--- config.mk ---
export PLATFORM = sky130hd
export DESIGN_NAME = control_unit
export DESIGN_NICKNAME = d
export VERILOG_FILES = /design/src/rtl/cpu_defs_pkg.sv /design/src/rtl/control_unit.sv
export SDC_FILE = /design/constraint.sdc
export NUM_CORES = 1
export LEC_CHECK = 0
export CAP_MARGIN = 20
export CORE_ASPECT_RATIO = 1.25
export CORE_MARGIN = 2
export CORE_UTILIZATION = 55
export CTS_BUF_LIST = sky130_fd_sc_hd__clkbuf_16
export DETAILED_ROUTE_END_ITERATION = 8
export DONT_BUFFER_PORTS = 1
export PLACE_DENSITY_LB_ADDON = 0.08
export SYNTH_ARGS = -nofsm -noshare
export SYNTH_HDL_FRONTEND = slang
export SYNTH_SLANG_ARGS = --single-unit
--- constraint.sdc ---
create_clock -name clk -period 5.1 [get_ports clk]
set_input_delay 1.53 -clock clk [delete_from_list [all_inputs] [get_ports clk]]
set_output_delay 1.53 -clock clk [all_outputs]
set_load 0.01 [all_outputs]
--- src/rtl/cpu_defs_pkg.sv ---
// +--------------------------------------------------------------------+
// | cpu_defs_pkg : instruction opcodes, ALU opcodes, sequencer states  |
// | Revision     : 1.0                                                 |
// +--------------------------------------------------------------------+
`default_nettype none

package cpu_defs_pkg;

  // Instruction opcodes, taken from ir[31:27]
  localparam logic [4:0] c_OP_LD   = 5'd0;
  localparam logic [4:0] c_OP_LDI  = 5'd1;
  localparam logic [4:0] c_OP_ST   = 5'd2;
  localparam logic [4:0] c_OP_ADD  = 5'd3;
  localparam logic [4:0] c_OP_SUB  = 5'd4;
  localparam logic [4:0] c_OP_AND  = 5'd5;
  localparam logic [4:0] c_OP_OR   = 5'd6;
  localparam logic [4:0] c_OP_SHR  = 5'd7;
  localparam logic [4:0] c_OP_SHRA = 5'd8;
  localparam logic [4:0] c_OP_SHL  = 5'd9;
  localparam logic [4:0] c_OP_ROR  = 5'd10;
  localparam logic [4:0] c_OP_ROL  = 5'd11;
  localparam logic [4:0] c_OP_ADDI = 5'd12;
  localparam logic [4:0] c_OP_ANDI = 5'd13;
  localparam logic [4:0] c_OP_ORI  = 5'd14;
  localparam logic [4:0] c_OP_MUL  = 5'd15;
  localparam logic [4:0] c_OP_DIV  = 5'd16;
  localparam logic [4:0] c_OP_NEG  = 5'd17;
  localparam logic [4:0] c_OP_NOT  = 5'd18;
  localparam logic [4:0] c_OP_BR   = 5'd19;
  localparam logic [4:0] c_OP_JR   = 5'd20;
  localparam logic [4:0] c_OP_IN   = 5'd22;
  localparam logic [4:0] c_OP_OUT  = 5'd23;
  localparam logic [4:0] c_OP_MFHI = 5'd24;
  localparam logic [4:0] c_OP_MFLO = 5'd25;
  localparam logic [4:0] c_OP_NOP  = 5'd26;
  localparam logic [4:0] c_OP_HALT = 5'd27;

  // ALU function codes seen by the datapath
  localparam logic [4:0] c_ALU_NOP  = 5'd0;
  localparam logic [4:0] c_ALU_ADD  = 5'd1;
  localparam logic [4:0] c_ALU_SUB  = 5'd2;
  localparam logic [4:0] c_ALU_MUL  = 5'd3;
  localparam logic [4:0] c_ALU_DIV  = 5'd4;
  localparam logic [4:0] c_ALU_SHR  = 5'd5;
  localparam logic [4:0] c_ALU_SHL  = 5'd6;
  localparam logic [4:0] c_ALU_SHRA = 5'd7;
  localparam logic [4:0] c_ALU_ROR  = 5'd8;
  localparam logic [4:0] c_ALU_ROL  = 5'd9;
  localparam logic [4:0] c_ALU_AND  = 5'd10;
  localparam logic [4:0] c_ALU_OR   = 5'd11;
  localparam logic [4:0] c_ALU_NEG  = 5'd12;
  localparam logic [4:0] c_ALU_NOT  = 5'd15;

  typedef enum logic [3:0] {
    ST_RST  = 4'd0,
    ST_T0   = 4'd1,
    ST_T1   = 4'd2,
    ST_T2   = 4'd3,
    ST_T3   = 4'd4,
    ST_T4   = 4'd5,
    ST_T5   = 4'd6,
    ST_T6   = 4'd7,
    ST_T7   = 4'd8,
    ST_HALT = 4'd9
  } state_t;

  // ALU function for the compute step of an arithmetic/logic instruction
  function automatic logic [4:0] alu_for_op(input logic [4:0] op);
    case (op)
      c_OP_ADD, c_OP_ADDI: alu_for_op = c_ALU_ADD;
      c_OP_SUB:            alu_for_op = c_ALU_SUB;
      c_OP_AND, c_OP_ANDI: alu_for_op = c_ALU_AND;
      c_OP_OR,  c_OP_ORI:  alu_for_op = c_ALU_OR;
      c_OP_SHR:            alu_for_op = c_ALU_SHR;
      c_OP_SHRA:           alu_for_op = c_ALU_SHRA;
      c_OP_SHL:            alu_for_op = c_ALU_SHL;
      c_OP_ROR:            alu_for_op = c_ALU_ROR;
      c_OP_ROL:            alu_for_op = c_ALU_ROL;
      c_OP_MUL:            alu_for_op = c_ALU_MUL;
      c_OP_DIV:            alu_for_op = c_ALU_DIV;
      c_OP_NEG:            alu_for_op = c_ALU_NEG;
      c_OP_NOT:            alu_for_op = c_ALU_NOT;
      default:             alu_for_op = c_ALU_NOP;
    endcase
  endfunction

endpackage

`default_nettype wire

--- src/rtl/control_unit.sv ---
// +--------------------------------------------------------------------+
// | control_unit : hardwired T-state sequencer with Moore strobes      |
// | Revision     : 1.0                                                 |
// +--------------------------------------------------------------------+
`default_nettype none

module control_unit
  import cpu_defs_pkg::*;
#(
  parameter int ALU_W = 5
) (
  input  logic             clk,
  input  logic             clr,
  input  logic [31:0]      ir,
  input  logic             con_ff,
  output logic             Gra,
  output logic             Grb,
  output logic             Grc,
  output logic             Rin,
  output logic             Rout,
  output logic             BAout,
  output logic             PCout,
  output logic             PCin,
  output logic             incPC,
  output logic             IRin,
  output logic             MARin,
  output logic             MDRin,
  output logic             MDRout,
  output logic             Yin,
  output logic             Zin,
  output logic             ZLowOut,
  output logic             ZHighOut,
  output logic             HIin,
  output logic             LOin,
  output logic             HIout,
  output logic             LOout,
  output logic             Cout,
  output logic             CONN_in,
  output logic             read,
  output logic             write,
  output logic             InPortOut,
  output logic             OutPortIn,
  output logic [ALU_W-1:0] alu_op,
  output logic             run,
  output logic             instr_done
);

  state_t     r_state;
  state_t     w_next;
  logic [4:0] w_op;
  logic [4:0] w_alu;
  logic       w_unused_ir;

  assign w_op        = ir[31:27];
  assign w_alu       = alu_for_op(w_op);
  assign w_unused_ir = ^ir[26:0];

  always_ff @(posedge clk or negedge clr) begin
    if (!clr) r_state <= ST_RST;
    else      r_state <= w_next;
  end

  always_comb begin
    Gra = 1'b0; Grb = 1'b0; Grc = 1'b0; Rin = 1'b0; Rout = 1'b0; BAout = 1'b0;
    PCout = 1'b0; PCin = 1'b0; incPC = 1'b0; IRin = 1'b0; MARin = 1'b0;
    MDRin = 1'b0; MDRout = 1'b0; Yin = 1'b0; Zin = 1'b0;
    ZLowOut = 1'b0; ZHighOut = 1'b0; HIin = 1'b0; LOin = 1'b0;
    HIout = 1'b0; LOout = 1'b0; Cout = 1'b0; CONN_in = 1'b0;
    read = 1'b0; write = 1'b0; InPortOut = 1'b0; OutPortIn = 1'b0;
    alu_op = '0; run = 1'b0; instr_done = 1'b0;
    w_next = r_state;

    case (r_state)
      ST_RST: w_next = ST_T0;
      ST_T0: begin
        run = 1'b1; w_next = ST_T1;
        PCout = 1'b1; MARin = 1'b1; incPC = 1'b1; Zin = 1'b1;
      end
      ST_T1: begin
        run = 1'b1; w_next = ST_T2;
        ZLowOut = 1'b1; PCin = 1'b1; read = 1'b1; MDRin = 1'b1;
      end
      ST_T2: begin
        run = 1'b1; w_next = ST_T3;
        MDRout = 1'b1; IRin = 1'b1;
      end
      ST_T3: begin
        run = 1'b1; w_next = ST_T4;
        case (w_op)
          c_OP_ADD, c_OP_SUB, c_OP_AND, c_OP_OR, c_OP_SHR, c_OP_SHRA,
          c_OP_SHL, c_OP_ROR, c_OP_ROL, c_OP_ADDI, c_OP_ANDI, c_OP_ORI: begin
            Grb = 1'b1; Rout = 1'b1; Yin = 1'b1;
          end
          c_OP_MUL, c_OP_DIV: begin Gra = 1'b1; Rout = 1'b1; Yin = 1'b1; end
          c_OP_NEG, c_OP_NOT: begin
            Grb = 1'b1; Rout = 1'b1; Zin = 1'b1; alu_op = ALU_W'(w_alu);
          end
          c_OP_LD, c_OP_LDI, c_OP_ST: begin Grb = 1'b1; BAout = 1'b1; Yin = 1'b1; end
          c_OP_BR:   begin Gra = 1'b1; Rout = 1'b1; CONN_in = 1'b1; end
          c_OP_JR:   begin Gra = 1'b1; Rout = 1'b1; PCin = 1'b1; instr_done = 1'b1; end
          c_OP_IN:   begin InPortOut = 1'b1; Gra = 1'b1; Rin = 1'b1; instr_done = 1'b1; end
          c_OP_OUT:  begin Gra = 1'b1; Rout = 1'b1; OutPortIn = 1'b1; instr_done = 1'b1; end
          c_OP_MFHI: begin HIout = 1'b1; Gra = 1'b1; Rin = 1'b1; instr_done = 1'b1; end
          c_OP_MFLO: begin LOout = 1'b1; Gra = 1'b1; Rin = 1'b1; instr_done = 1'b1; end
          c_OP_HALT: w_next = ST_HALT;
          // nop and every unassigned opcode
          default:   instr_done = 1'b1;
        endcase
      end
      ST_T4: begin
        run = 1'b1; w_next = ST_T5;
        case (w_op)
          c_OP_ADD, c_OP_SUB, c_OP_AND, c_OP_OR, c_OP_SHR, c_OP_SHRA,
          c_OP_SHL, c_OP_ROR, c_OP_ROL: begin
            Grc = 1'b1; Rout = 1'b1; Zin = 1'b1; alu_op = ALU_W'(w_alu);
          end
          c_OP_ADDI, c_OP_ANDI, c_OP_ORI: begin
            Cout = 1'b1; Zin = 1'b1; alu_op = ALU_W'(w_alu);
          end
          c_OP_MUL, c_OP_DIV: begin
            Grb = 1'b1; Rout = 1'b1; Zin = 1'b1; alu_op = ALU_W'(w_alu);
          end
          c_OP_NEG, c_OP_NOT: begin
            ZLowOut = 1'b1; Gra = 1'b1; Rin = 1'b1; instr_done = 1'b1;
          end
          c_OP_LD, c_OP_LDI, c_OP_ST: begin
            Cout = 1'b1; Zin = 1'b1; alu_op = ALU_W'(c_ALU_ADD);
          end
          c_OP_BR: begin PCout = 1'b1; Yin = 1'b1; end
          default: ;
        endcase
      end
      ST_T5: begin
        run = 1'b1; w_next = ST_T6;
        case (w_op)
          c_OP_ADD, c_OP_SUB, c_OP_AND, c_OP_OR, c_OP_SHR, c_OP_SHRA,
          c_OP_SHL, c_OP_ROR, c_OP_ROL, c_OP_ADDI, c_OP_ANDI, c_OP_ORI,
          c_OP_LDI: begin
            ZLowOut = 1'b1; Gra = 1'b1; Rin = 1'b1; instr_done = 1'b1;
          end
          c_OP_MUL, c_OP_DIV: begin ZLowOut = 1'b1; LOin = 1'b1; end
          c_OP_LD, c_OP_ST:   begin ZLowOut = 1'b1; MARin = 1'b1; end
          c_OP_BR: begin Cout = 1'b1; Zin = 1'b1; alu_op = ALU_W'(c_ALU_ADD); end
          default: ;
        endcase
      end
      ST_T6: begin
        run = 1'b1; w_next = ST_T7;
        case (w_op)
          c_OP_MUL, c_OP_DIV: begin ZHighOut = 1'b1; HIin = 1'b1; instr_done = 1'b1; end
          c_OP_LD: begin read = 1'b1; MDRin = 1'b1; end
          c_OP_ST: begin Gra = 1'b1; Rout = 1'b1; MDRin = 1'b1; end
          // branch target is loaded only when the condition flop is set
          c_OP_BR: begin ZLowOut = 1'b1; PCin = con_ff; instr_done = 1'b1; end
          default: ;
        endcase
      end
      ST_T7: begin
        run = 1'b1; w_next = ST_T0;
        case (w_op)
          c_OP_LD: begin MDRout = 1'b1; Gra = 1'b1; Rin = 1'b1; instr_done = 1'b1; end
          c_OP_ST: begin write = 1'b1; instr_done = 1'b1; end
          default: ;
        endcase
      end
      ST_HALT: w_next = ST_HALT;
      default: w_next = ST_RST;
    endcase

    if (instr_done) w_next = ST_T0;
  end

endmodule

`default_nettype wire

==> reports/qor.yml <==
outcome:
  outcome: "complete, no violations"
final_layout:
  regArea_sq_um: 100
  fill_cells: 218
  top_regs: "r_state: 4 flops"
  area_delta_synth_final_pct: 4.76
  final_common_cell: "nor2_1"
  largest_reg_flops: 4
  drive_gt1_share_pct: 8.84
  mostFrequentLayoutCells: "nor2_1, nand2_1, o21ai_0"
  insertedDiodeCount: 0
  multi_input_area_sq_um: 1030
  final_cells: 212
  layout.nets: 224
  max_flop_register: "r_state"
worst_setup_path:
  critPathLaunchType: "input pin"
  path_delay_family: "compound AO/OA/AOI/OAI gates"
  worstSetupStartpoint: "ir[27]"
  timing.rr.start: "r_state[3]"
  critPathBufInv: 2
  crit_path_cell_trace: "inv_1 > ha_1 > buf_4 > or2_1 > a211o_1 > a221oi_2 > o2111ai_1 > nand3_1"
  cp_slowest_stage_delay_ns: 0.30
  crit_arrival_ns: 3.29
  crit_path_max_fanout: 7
  crit_type: "input pin to output pin"
  end_kind: "output pin"
  cp_slowest_cell: "a211o_1"
  required_ns: 3.57
cts:
  cts_sinks: 4
  ctsHtreeMaxLevel: 1
  insertion_delay_ns: 0.23
  post_cts_buffers: 0
  clockBufferDepth: 2
  cts.clk_slew.worst_paths_ns: 0.03
  hold_buffers: 0
  cts_tree: "yes"
  cts_made_buffers: 3
  cts_root_buf: "clkbuf_16"
  cts_resized: 0
logic_synthesis:
  synth_cell_types: 52
  syn-instance-count: 191
  ys_seq_elements: 4
  syn_avg_cell_area_sq_um: 6.47
  synthArstFlopShare_pct: 100
  synth_edf_count: 0
  netlist_area_sq_um: 1230
  ys_seq_area_share_pct: 8.11
  synth-main-ff-cell: "dfrtp_1"
  yosys_warnings: 0
  syn-num-nets: 232
place:
  gp_congestion: 0.996
  io_buffers: 0
  dpl.hpwl_mm: 2.84
  placedCellCount: 209
timing:
  setup_tns_ns: 0
  min_period_ns: 4.82
  hold_viol_final: 0
  tightestPinTransition_ns: 0.590
  slew_viol_final: 0
  max_freq_ghz: 0.207
  fin_skew_ns: 0.00248
  setup_viol: 0
  slew_headroom_pct: 60.4
  min_period_over_period_pct: 94.5
  rsz0062_at_grt: "false"
global_route:
  grt_max_degree: 26
  antenna_found_initial: 0
  globalRouteTotalUtil_pct: 31.5
  grt-ovfl-total: 0
  grt_pass1_vias: 1384
  grt_pass1_wl_mm: 6.40
floorplan:
  fp.coreArea_sq_um: 2160
  dieArea_sq_um: 2640
  die_y_um: 57.0
  start_util_pct: 57.1
  rows: 19
  die_w_um: 46.4
  io-pin-count: 69
routing:
  avgViaCountPerCell: 6.83
  drt_pass1_iterations: 4
  drc: 0
  initialDrtViolationCount: 67
  vias: 1449
  totalWireLength_mm: 3.86
  antenna_left: 0
  wl_per_cell_um: 18.2
power:
  leakagePower_nw: 0.494
  vdd_drop_max_uv: 236
  power_density_nw_per_um2: 385
job:
  cap_viol_max_count: 0
min_path:
  hp-class: "register to register"
  hold_path_startpoint: "r_state[3]"
## final timing paths
check                      slack, ns  cells past startpoint         end
min in group asynchronous       1.00                      0  r_state[0]
max in group asynchronous       4.03                      0  r_state[1]
hold reg to reg                 0.71                      1  r_state[1]
hold / removal                  0.71                      1  r_state[1]
setup reg to reg                3.18                      5  r_state[2]
setup / recovery                0.28                      8  instr_done
## cell usage after synthesis (2+ instances only)
cell type | n | area [sq um]
nand4bb_1 | 2 | 22.5
o2111ai_1 | 3 | 26.3
xnor2_1 | 4 | 35.0
nor2b_1 | 6 | 37.5
clkbuf_1 | 7 | 26.3
nor2_1 | 24 | 90.1
o21ai_0 | 14 | 70.1
dfrtp_1 | 4 | 100
or2_2 | 2 | 12.5
nor3_1 | 9 | 45.0
o22ai_1 | 4 | 25.0
nand3_1 | 3 | 15.0
or2_1 | 2 | 12.5
nand2b_1 | 9 | 56.3
a31oi_1 | 4 | 25.0
o211ai_1 | 5 | 37.5
buf_4 | 3 | 22.5
o21a_1 | 2 | 15.0
a21boi_0 | 3 | 22.5
o22a_1 | 2 | 17.5
ha_1 | 6 | 75.1
nand2_1 | 18 | 67.6
a211oi_2 | 2 | 25.0
or3b_2 | 2 | 17.5
and2_1 | 2 | 12.5
inv_1 | 7 | 26.3
and3b_1 | 2 | 17.5
a21oi_1 | 9 | 45.0
buf_2 | 5 | 25.0
and3_1 | 4 | 25.0
## cell families (layout without fill, tap and decap cells)
group           Yosys count  in the layout  share of synthesized area [%]
other cells               1              1                          0.304
buf+inv                  23             13                           8.41
compound gates           58             58                           32.3
mux                       2              2                           1.72
simple gates             93             93                           40.2
fa+ha+maj                 6              6                           6.08
xor+xnor                  4              4                           2.84
flops                     4              4                           8.11
## area by class of cell
| cell class | count | area share, % |
|---|---|---|
| inverter | 7 | 2.03 |
| multi-input combinational | 164 | 79.7 |
| clock buffer | 3 | 5.80 |
| timing repair buffer | 3 | 1.74 |
| sequential | 4 | 7.74 |
| tap | 31 | 3.00 |
## per-stage QoR
step                power, W  hold slack (ns)  cell area (sq um)  setup slack, ns  util, %
finish              0.000498            0.709               1290            0.279     59.8
global route        0.000537            0.745               1290            0.177     59.8
CTS                 0.000494            0.694               1290            0.319     59.8
detailed placement  0.000369            0.689               1220            0.318     56.3
global placement    0.000364            0.671               1220            0.341     56.3
floorplan           0.000328            0.719               1230            0.655        -
## power breakdown
group	total [W]	internal (W)	switching, W
sequential	0.000101	0.0000474	0.0000537
clock	0.000122	0.000100	0.0000220
combinational	0.000275	0.000105	0.000170
## per-layer routing
layer / wire length, um / vias up / global-route usage [%]
li1: - / 673 / -
met1: 1470 / 657 / 40.2
met2: 1880 / 102 / 50.0
met3: 382 / 17 / 3.80
met4: 129 / 0 / 16.7
met5: 0 / - / 0
Power figures use the tool's default switching activity.
